**src/rtl/lm32_sim_trap_monitor.sv**
```systemverilog
// ---------------------------------------------------------------------------
// lm32_sim_trap_monitor
//
// Simulation-termination monitor for one or more LM32 cores. Tracks each
// core's scall instruction down the X -> M -> W pipeline and ends the run
// (sticky "done") on the first exit system call, bus error (when fatal) or
// watchdog expiry. Records why and which core, plus the exit code.
//
// Ports
//   clk_i        : clock, all logic on the rising edge
//   reset_n      : asynchronous active-low reset
//   scall_x      : per-core scall decoded in X stage
//   valid_x      : per-core X-stage valid
//   valid_m      : per-core M-stage valid
//   stall_m      : per-core M-stage stall (holds the scall pipeline)
//   i_err, d_err : per-core instruction / data bus error
//   reg_r8       : per-core r8 (system call number), core k at [k*DATA_W +: DATA_W]
//   reg_r1       : per-core r1 (exit code), same packing
//   done         : sticky termination flag
//   cause        : 0 none, 1 exit, 2 ibus error, 3 dbus error, 4 timeout
//   cause_cpu    : index of the terminating core (0 for timeout)
//   exit_code    : r1 of the exiting core, 0 for other causes
//   err_count    : saturating count of cycles with any bus error
//   cycle_count  : saturating cycles since reset release, frozen once done
// ---------------------------------------------------------------------------
module lm32_sim_trap_monitor #(
  parameter int NUM_CPU        = 1,
  parameter int DATA_W         = 32,
  parameter int EXIT_SCALL_NUM = 1,
  parameter int ERR_FATAL      = 1,
  parameter int TIMEOUT_CYCLES = 0,
  parameter int CNT_W          = 32
) (
  input  logic                      clk_i,
  input  logic                      reset_n,
  input  logic [NUM_CPU-1:0]        scall_x,
  input  logic [NUM_CPU-1:0]        valid_x,
  input  logic [NUM_CPU-1:0]        valid_m,
  input  logic [NUM_CPU-1:0]        stall_m,
  input  logic [NUM_CPU-1:0]        i_err,
  input  logic [NUM_CPU-1:0]        d_err,
  input  logic [NUM_CPU*DATA_W-1:0] reg_r8,
  input  logic [NUM_CPU*DATA_W-1:0] reg_r1,
  output logic                      done,
  output logic [2:0]                cause,
  output logic [2:0]                cause_cpu,
  output logic [DATA_W-1:0]         exit_code,
  output logic [CNT_W-1:0]          err_count,
  output logic [CNT_W-1:0]          cycle_count
);

  typedef enum logic {S_RUN, S_DONE} state_e;

  localparam logic [2:0] CAUSE_EXIT    = 3'd1;
  localparam logic [2:0] CAUSE_IBUS    = 3'd2;
  localparam logic [2:0] CAUSE_DBUS    = 3'd3;
  localparam logic [2:0] CAUSE_TIMEOUT = 3'd4;

  // Last cycle_count value before the watchdog fires; unused when disabled.
  localparam logic [CNT_W-1:0] TIMEOUT_LAST = CNT_W'(TIMEOUT_CYCLES - 1);

  state_e              state_q, state_d;
  logic [NUM_CPU-1:0]  scall_m_q, scall_m_d;
  logic [NUM_CPU-1:0]  scall_w_q, scall_w_d;
  logic                done_q, done_d;
  logic [2:0]          cause_q, cause_d;
  logic [2:0]          cpu_q, cpu_d;
  logic [DATA_W-1:0]   exit_code_q, exit_code_d;
  logic [CNT_W-1:0]    err_count_q, err_count_d;
  logic [CNT_W-1:0]    cycle_count_q, cycle_count_d;

  // Event scan results
  logic                err_any;
  logic                err_hit;
  logic [2:0]          err_cause;
  logic [2:0]          err_cpu;
  logic                exit_hit;
  logic [2:0]          exit_cpu;
  logic [DATA_W-1:0]   exit_r1;
  logic                timeout_hit;

  // A stalled M stage freezes both the M and W scall flags of that core.
  assign scall_m_d = (stall_m & scall_m_q) | (~stall_m & scall_x & valid_x);
  assign scall_w_d = (stall_m & scall_w_q) | (~stall_m & scall_m_q & valid_m);

  // Scan from the highest core down so the lowest-indexed hit is left last.
  always_comb begin
    // NOTE: every combinational output gets a default first so no path leaves
    // it unassigned, which would otherwise infer a latch.
    err_hit   = 1'b0;
    err_cause = CAUSE_DBUS;
    err_cpu   = 3'd0;
    exit_hit  = 1'b0;
    exit_cpu  = 3'd0;
    exit_r1   = '0;
    for (int k = NUM_CPU - 1; k >= 0; k--) begin
      if (i_err[k] || d_err[k]) begin
        err_hit   = 1'b1;
        err_cpu   = 3'(k);
        err_cause = i_err[k] ? CAUSE_IBUS : CAUSE_DBUS;
      end
      if (scall_w_q[k] && (reg_r8[k*DATA_W +: DATA_W] == DATA_W'(EXIT_SCALL_NUM))) begin
        exit_hit = 1'b1;
        exit_cpu = 3'(k);
        exit_r1  = reg_r1[k*DATA_W +: DATA_W];
      end
    end
  end

  assign err_any     = |(i_err | d_err);
  assign timeout_hit = (TIMEOUT_CYCLES != 0) && (cycle_count_q == TIMEOUT_LAST);

  // Next-state and termination record
  always_comb begin
    state_d     = state_q;
    done_d      = done_q;
    cause_d     = cause_q;
    cpu_d       = cpu_q;
    exit_code_d = exit_code_q;
    if (state_q == S_RUN) begin
      if ((ERR_FATAL != 0) && err_hit) begin
        state_d     = S_DONE;
        done_d      = 1'b1;
        cause_d     = err_cause;
        cpu_d       = err_cpu;
        exit_code_d = '0;
      end else if (exit_hit) begin
        state_d     = S_DONE;
        done_d      = 1'b1;
        cause_d     = CAUSE_EXIT;
        cpu_d       = exit_cpu;
        exit_code_d = exit_r1;
      end else if (timeout_hit) begin
        state_d     = S_DONE;
        done_d      = 1'b1;
        cause_d     = CAUSE_TIMEOUT;
        cpu_d       = 3'd0;
        exit_code_d = '0;
      end
    end
  end

  // Counters: errors count in both states, cycles only while running.
  always_comb begin
    err_count_d   = err_count_q;
    cycle_count_d = cycle_count_q;
    if (err_any && (err_count_q != '1)) err_count_d = err_count_q + CNT_W'(1);
    if ((state_q == S_RUN) && (cycle_count_q != '1)) cycle_count_d = cycle_count_q + CNT_W'(1);
  end

  always_ff @(posedge clk_i or negedge reset_n) begin
    if (!reset_n) begin
      state_q       <= S_RUN;
      scall_m_q     <= '0;
      scall_w_q     <= '0;
      done_q        <= 1'b0;
      cause_q       <= 3'd0;
      cpu_q         <= 3'd0;
      exit_code_q   <= '0;
      err_count_q   <= '0;
      cycle_count_q <= '0;
    end else begin
      // NOTE: non-blocking assignments so every register samples the values
      // from before this edge, independent of statement order.
      state_q       <= state_d;
      scall_m_q     <= scall_m_d;
      scall_w_q     <= scall_w_d;
      done_q        <= done_d;
      cause_q       <= cause_d;
      cpu_q         <= cpu_d;
      exit_code_q   <= exit_code_d;
      err_count_q   <= err_count_d;
      cycle_count_q <= cycle_count_d;
    end
  end

  assign done        = done_q;
  assign cause       = cause_q;
  assign cause_cpu   = cpu_q;
  assign exit_code   = exit_code_q;
  assign err_count   = err_count_q;
  assign cycle_count = cycle_count_q;

endmodule

```
**config.mk**
```make
export PLATFORM = sky130hd
export DESIGN_NAME = lm32_sim_trap_monitor
export DESIGN_NICKNAME = d
export VERILOG_FILES = /design/src/rtl/lm32_sim_trap_monitor.sv
export SDC_FILE = /design/constraint.sdc
export NUM_CORES = 1
export LEC_CHECK = 0
export CAP_MARGIN = 20
export CORE_MARGIN = 2
export CORE_UTILIZATION = 29
export CTS_CLUSTER_SIZE = 10
export DETAILED_ROUTE_END_ITERATION = 10
export REMOVE_ABC_BUFFERS = 1
export SLEW_MARGIN = 20
export SYNTH_ARGS = -nofsm -noshare
export SYNTH_HDL_FRONTEND = slang
export SYNTH_SLANG_ARGS = --single-unit
```
**constraint.sdc**
```tcl
create_clock -name clk_i -period 4.9 [get_ports clk_i]
set_input_delay 0.735 -clock clk_i [delete_from_list [all_inputs] [get_ports clk_i]]
set_output_delay 0.735 -clock clk_i [all_outputs]
set_load 0.03 [all_outputs]
```
After elaboration in Yosys (flattened, before gate mapping)
Index checks and enable logic that the tools add are counted.
- add/subtract/negate cells: 2
- multiply operators: 0
- divide/modulo/power cells: 0
- order comparisons: 0
- equal/unequal tests: 3
- shift-type cells: 0
- mux-type cells: 16
- bitwise operators: 11
- reductions and logical operators: 6
- operators with widths (operator ; number):
    $mux 32 ; 3
    $add 32x1->32 const B ; 2
    $ne 32x32->1 const B ; 2
    $eq 32x1->1 const B ; 1
    $mux 3 ; 4
    $mux 1 ; 9
    $and 1x1->1 ; 6
    $logic_and 1x1->1 ; 3
    $or 1x1->1 ; 3
    $not 1->1 ; 2
    $reduce_and 2->1 ; 1
    $reduce_bool 2->1 ; 1
    $logic_or 1x1->1 ; 1
- register bits after elaboration: 106
- latch bits: 0
- bits in writable memories: 0
- memory bits (read-only): 0
- input bits: 72
- output and inout port bits: 103
- word-level logic and storage cells: 47
- memories: 0

Logic depth before layout (Yosys ltp)
- depth in word-level cells: 6
- depth in mapped cells: 7
- depth with buffers taken out: 6

Least setup slack after synthesis
OpenSTA, ideal clock, no wires.
- kind: input-to-reg
- from: input reg_r8[16]
- to: register exit_code_q[10] (netlist: exit_code[10])
- library setup time: 0.121 ns
- data arrival time: 2.106 ns
- required time: 4.779 ns
- path slack: 2.673 ns
- stages: 5
- path buffers: 1
- path through: or3_1 -> or3_4 -> a21o_4 -> buf_6 -> a22o_1
- word-level cells in the longest chain between the ends: 5
- elaborated cells between the ends (all ways): 8
- classes of those cells: 1 x eq/ne; 4 x mux; 3 x reduce/logical
- ends and longest elaborated chain (item ; line ; source):
    from (decl) ; 42 ; input logic [NUM_CPU*DATA_W-1:0] reg_r8,
    $eq 32x1->1 (*) ; 102 ; if (scall_w_q[k] && (reg_r8[k*DATA_W +: DATA_W] == DATA_W'(EXIT_SCALL_NUM))) begin
    $logic_and 1x1->1 (*) ; 102 ;
    $mux 32 or $mux 1 (tied branches) ; 102 ;
    $mux 32 or $reduce_bool 2->1 (tied branches) ; - ;
    $mux 32 or $reduce_and 2->1 (tied branches) ; - ;
    to (signal assigned) ; 171 ; exit_code_q <= exit_code_d;
    to (decl) ; 68 ; logic [DATA_W-1:0] exit_code_q, exit_code_d;
Mark *: on every way between the ends. The rest lies on a longest branch, timed or not. The select of a mux whose other input is x is not followed.
A chain may end at the register's enable or synchronous reset.

Worst setup path after layout
- from: input reg_r8[7]
- to: register exit_code_q[22] (netlist: exit_code[22])
The elaborated chain is that of the path after synthesis.

==> results.cfg <==
[run_status]
status = finished clean

[floorplan]
die_w_um = 129.5
die_h_um = 129.5
core-area_mm2 = 0.01531
io_pins = 175
initial_core_util_pct = 29.83
design.die.area_mm2 = 0.01677
fp-row-count = 45

[global_route]
grt_max_degree = 54
grt_use_total_pct = 14.53
first_global_vias = 3683
antenna_found_initial = 0
gr-total-overflow = 0
grt_first_pass_wirelength_mm = 19.33

[layout]
area_growth_pct = 48.37
antenna_cells = 0
drive_gt1_share_pct = 6.595
nets = 630
final_common_cell = clkdlybuf4s50_1
fillers = 1416
regArea_mm2 = 0.002552
final_cell_mix = 169 x clkdlybuf4s50_1, 102 x dfrtp_1, 56 x xnor2_1, 35 x nand4_1, 32 x a22o_1
multiInputGateArea_mm2 = 0.001916

[cts]
ctsHoldBuffers = 0
root_buffer = clkbuf_16
clkTransAtPathRegs_ps = 70
cts_setup_buffers = 0
cts_sinks = 102
cts_resized = 0
htree_num_levels = 3
clock_path_buffers = 2
cts_inserted_buffers = 9
cts_tree = built
clock_latency_ps = 350

[power]
vdd_ir_drop_max_uv = 342.2
leakagePower_nw = 2.751
p_per_area_mw_per_mm2 = 284.0
power.total_mw = 1.925

[setup_path]
cpMaxStageDelayCell = nor3_4
reg2reg_from = err_count[0]
cpPeakStageDelay_ps = 580
start_kind = input pin
reg2reg_slack_ps = 2540
critPathCaptureType = flip-flop
crit_family = simple AND/OR/NAND/NOR gates
crit_fanout = 17
cp_data_arrival_time_ps = 2990
critPathKind = in2reg
path_buf_inv = 2
cp_cell_sequence = clkdlybuf4s50_1, nor4_1, nand4_1, or3_4, nor3_4, buf_8, a22o_1
worst_ep_required_time_ps = 5190
crit_cells = 7
r2r_cells = 6
r2r_end = err_count[1]

[drt]
wl_per_cell_um = 15.30
via_per_inst = 4.751
ant_nets = 0
via_count = 3668
drc = 0
drt-pass1-iter-count = 6
totalWireLength_mm = 11.81
drtIter0Drc = 181

[logic_synthesis]
synth_edf_count = 0
ys_seq_area_share_pct = 55.88
yosys_register_bits = 102
ys.flop_type = dfrtp_1
yosys_warnings = 0
synth_cell_type_count = 46
ys_async_sr_fraction_pct = 100.0
avgSynthCellArea_um2 = 11.90
netlist_area_mm2 = 0.004568
syn_inst = 384

[timing]
max_freq_ghz = 0.3700
fin_skew_ps = 8.697
finalSetupTns_ps = 0
maxSlewHeadroom_pct = 51.26
drv_slew = 0
post-route-period-util_pct = 55.16
rsz0062_at_grt = no
tightest_slew_ps = 728.7
hold_viol = 0
fin_crit_ps = 2703
setup_viol = 0

[flow_run]
max_cap_viol_count = 0

[placed_design]
portBuffers = 170
hpwl_mm = 8.657
globalplace.congestion = 0.7713

[hold_path]
min_path_type = in2async
-- stage by stage --
| stage | hold WS [ps] | worst slack, ps | util (%) | std cells | area [µm²] |
|---|---|---|---|---|---|
| after floorplan | 439.4 | 2477 | - | 372 | 4479 |
| after global placement | 448.4 | 1662 | 42.17 | 755 | 6457 |
| after detailed placement | 460.7 | 1830 | 42.26 | 756 | 6472 |
| after CTS | 431.4 | 2203 | 44.26 | 772 | 6778 |
| after global routing | 468.8 | 2046 | 44.26 | 772 | 6778 |
| final | 399.2 | 2197 | 44.26 | 772 | 6778 |
-- worst max path at each step --
stage / start / endpoint
after floorplan: reg_r8[16] / exit_code[0]
after global placement: reg_r8[7] / exit_code[16]
after detailed placement: reg_r8[29] / exit_code[22]
after CTS: reg_r8[29] / exit_code[22]
after global routing: reg_r8[29] / exit_code[17]
final: reg_r8[7] / exit_code[22]
-- sequential cells by signal (all words and copies together) (netlist names) --
| register | count |
|---|---|
| scall_m_q | 1 |
| state_q | 1 |
| err_count | 32 |
| scall_w_q | 1 |
| cause | 2 |
| done | 1 |
| exit_code | 32 |
| cycle_count | 32 |
-- layer usage --
| metal | GRT usage [%] | up-vias | share of wire (%) |
|---|---|---|---|
| met4 | 4.807 | 0 | 1.5 |
| li1 | - | 1746 | - |
| met2 | 23.56 | 99 | 48 |
| met5 | 0 | - | 0 |
| met3 | 3.509 | 14 | 5.1 |
| met1 | 19.18 | 1809 | 45 |
-- worst register-to-register path: cells and delay by family (launching register included) --
| kind | cells | cell delay (ps) |
|---|---|---|
| multiplexers | 1 | 350 |
| adder cells (fa/ha/maj) | 1 | 200 |
| flip-flops | 1 | 410 |
| AND/OR/NAND/NOR | 4 | 1290 |
-- synth_stat cells, types with 2 or more instances --
| library cell | count | area (µm²) |
|---|---|---|
| nand3_1 | 25 | 125.1 |
| nand4_1 | 35 | 219.0 |
| nor3_1 | 6 | 30.03 |
| buf_4 | 4 | 30.03 |
| nor3_2 | 2 | 20.02 |
| nand2_1 | 29 | 108.9 |
| dfrtp_1 | 102 | 2552 |
| buf_6 | 3 | 33.78 |
| clkbuf_1 | 3 | 11.26 |
| and4_1 | 7 | 61.31 |
| a21oi_1 | 2 | 10.01 |
| or2_2 | 2 | 12.51 |
| and4bb_2 | 2 | 25.02 |
| inv_1 | 3 | 11.26 |
| xor2_1 | 5 | 43.79 |
| xnor2_1 | 56 | 490.5 |
| and3_1 | 10 | 62.56 |
| nor2_1 | 11 | 41.29 |
| or3_4 | 2 | 22.52 |
| a22o_1 | 32 | 280.3 |
| nor4_1 | 7 | 43.79 |
| o21ai_0 | 4 | 20.02 |
| buf_2 | 5 | 25.02 |
| ha_1 | 2 | 25.02 |
| nor2b_1 | 2 | 12.51 |
| and2_1 | 3 | 18.77 |
-- logic make-up after synthesis --
family	count (synthesis)	share of synthesized area, %
compound gates	45	8.655
xor+xnor	61	11.70
buf+inv	18	2.438
mux	3	0.7121
simple gates	152	19.99
other cells	1	0.08209
flops	102	55.88
fa+ha+maj	2	0.5477
-- report_power, final --
part / switching (mW) / internal [mW] / total [mW]
combinational: 0.133 / 0.138 / 0.271
sequential: 0.0399 / 0.873 / 0.913
clock: 0.338 / 0.404 / 0.741
total: 0.511 / 1.41 / 1.93
-- final cells by class --
cell class                      count  area share [%]
Multi-Input combinational cell    267           28.26
Sequential cell                   102           37.66
Timing Repair Buffer              173           25.51
Tap cell                          211           3.895
Clock inverter                      7           1.181
Inverter                            3          0.1661
Clock buffer                        9           3.323
No activity file was read; power rests on OpenSTA's default activity.
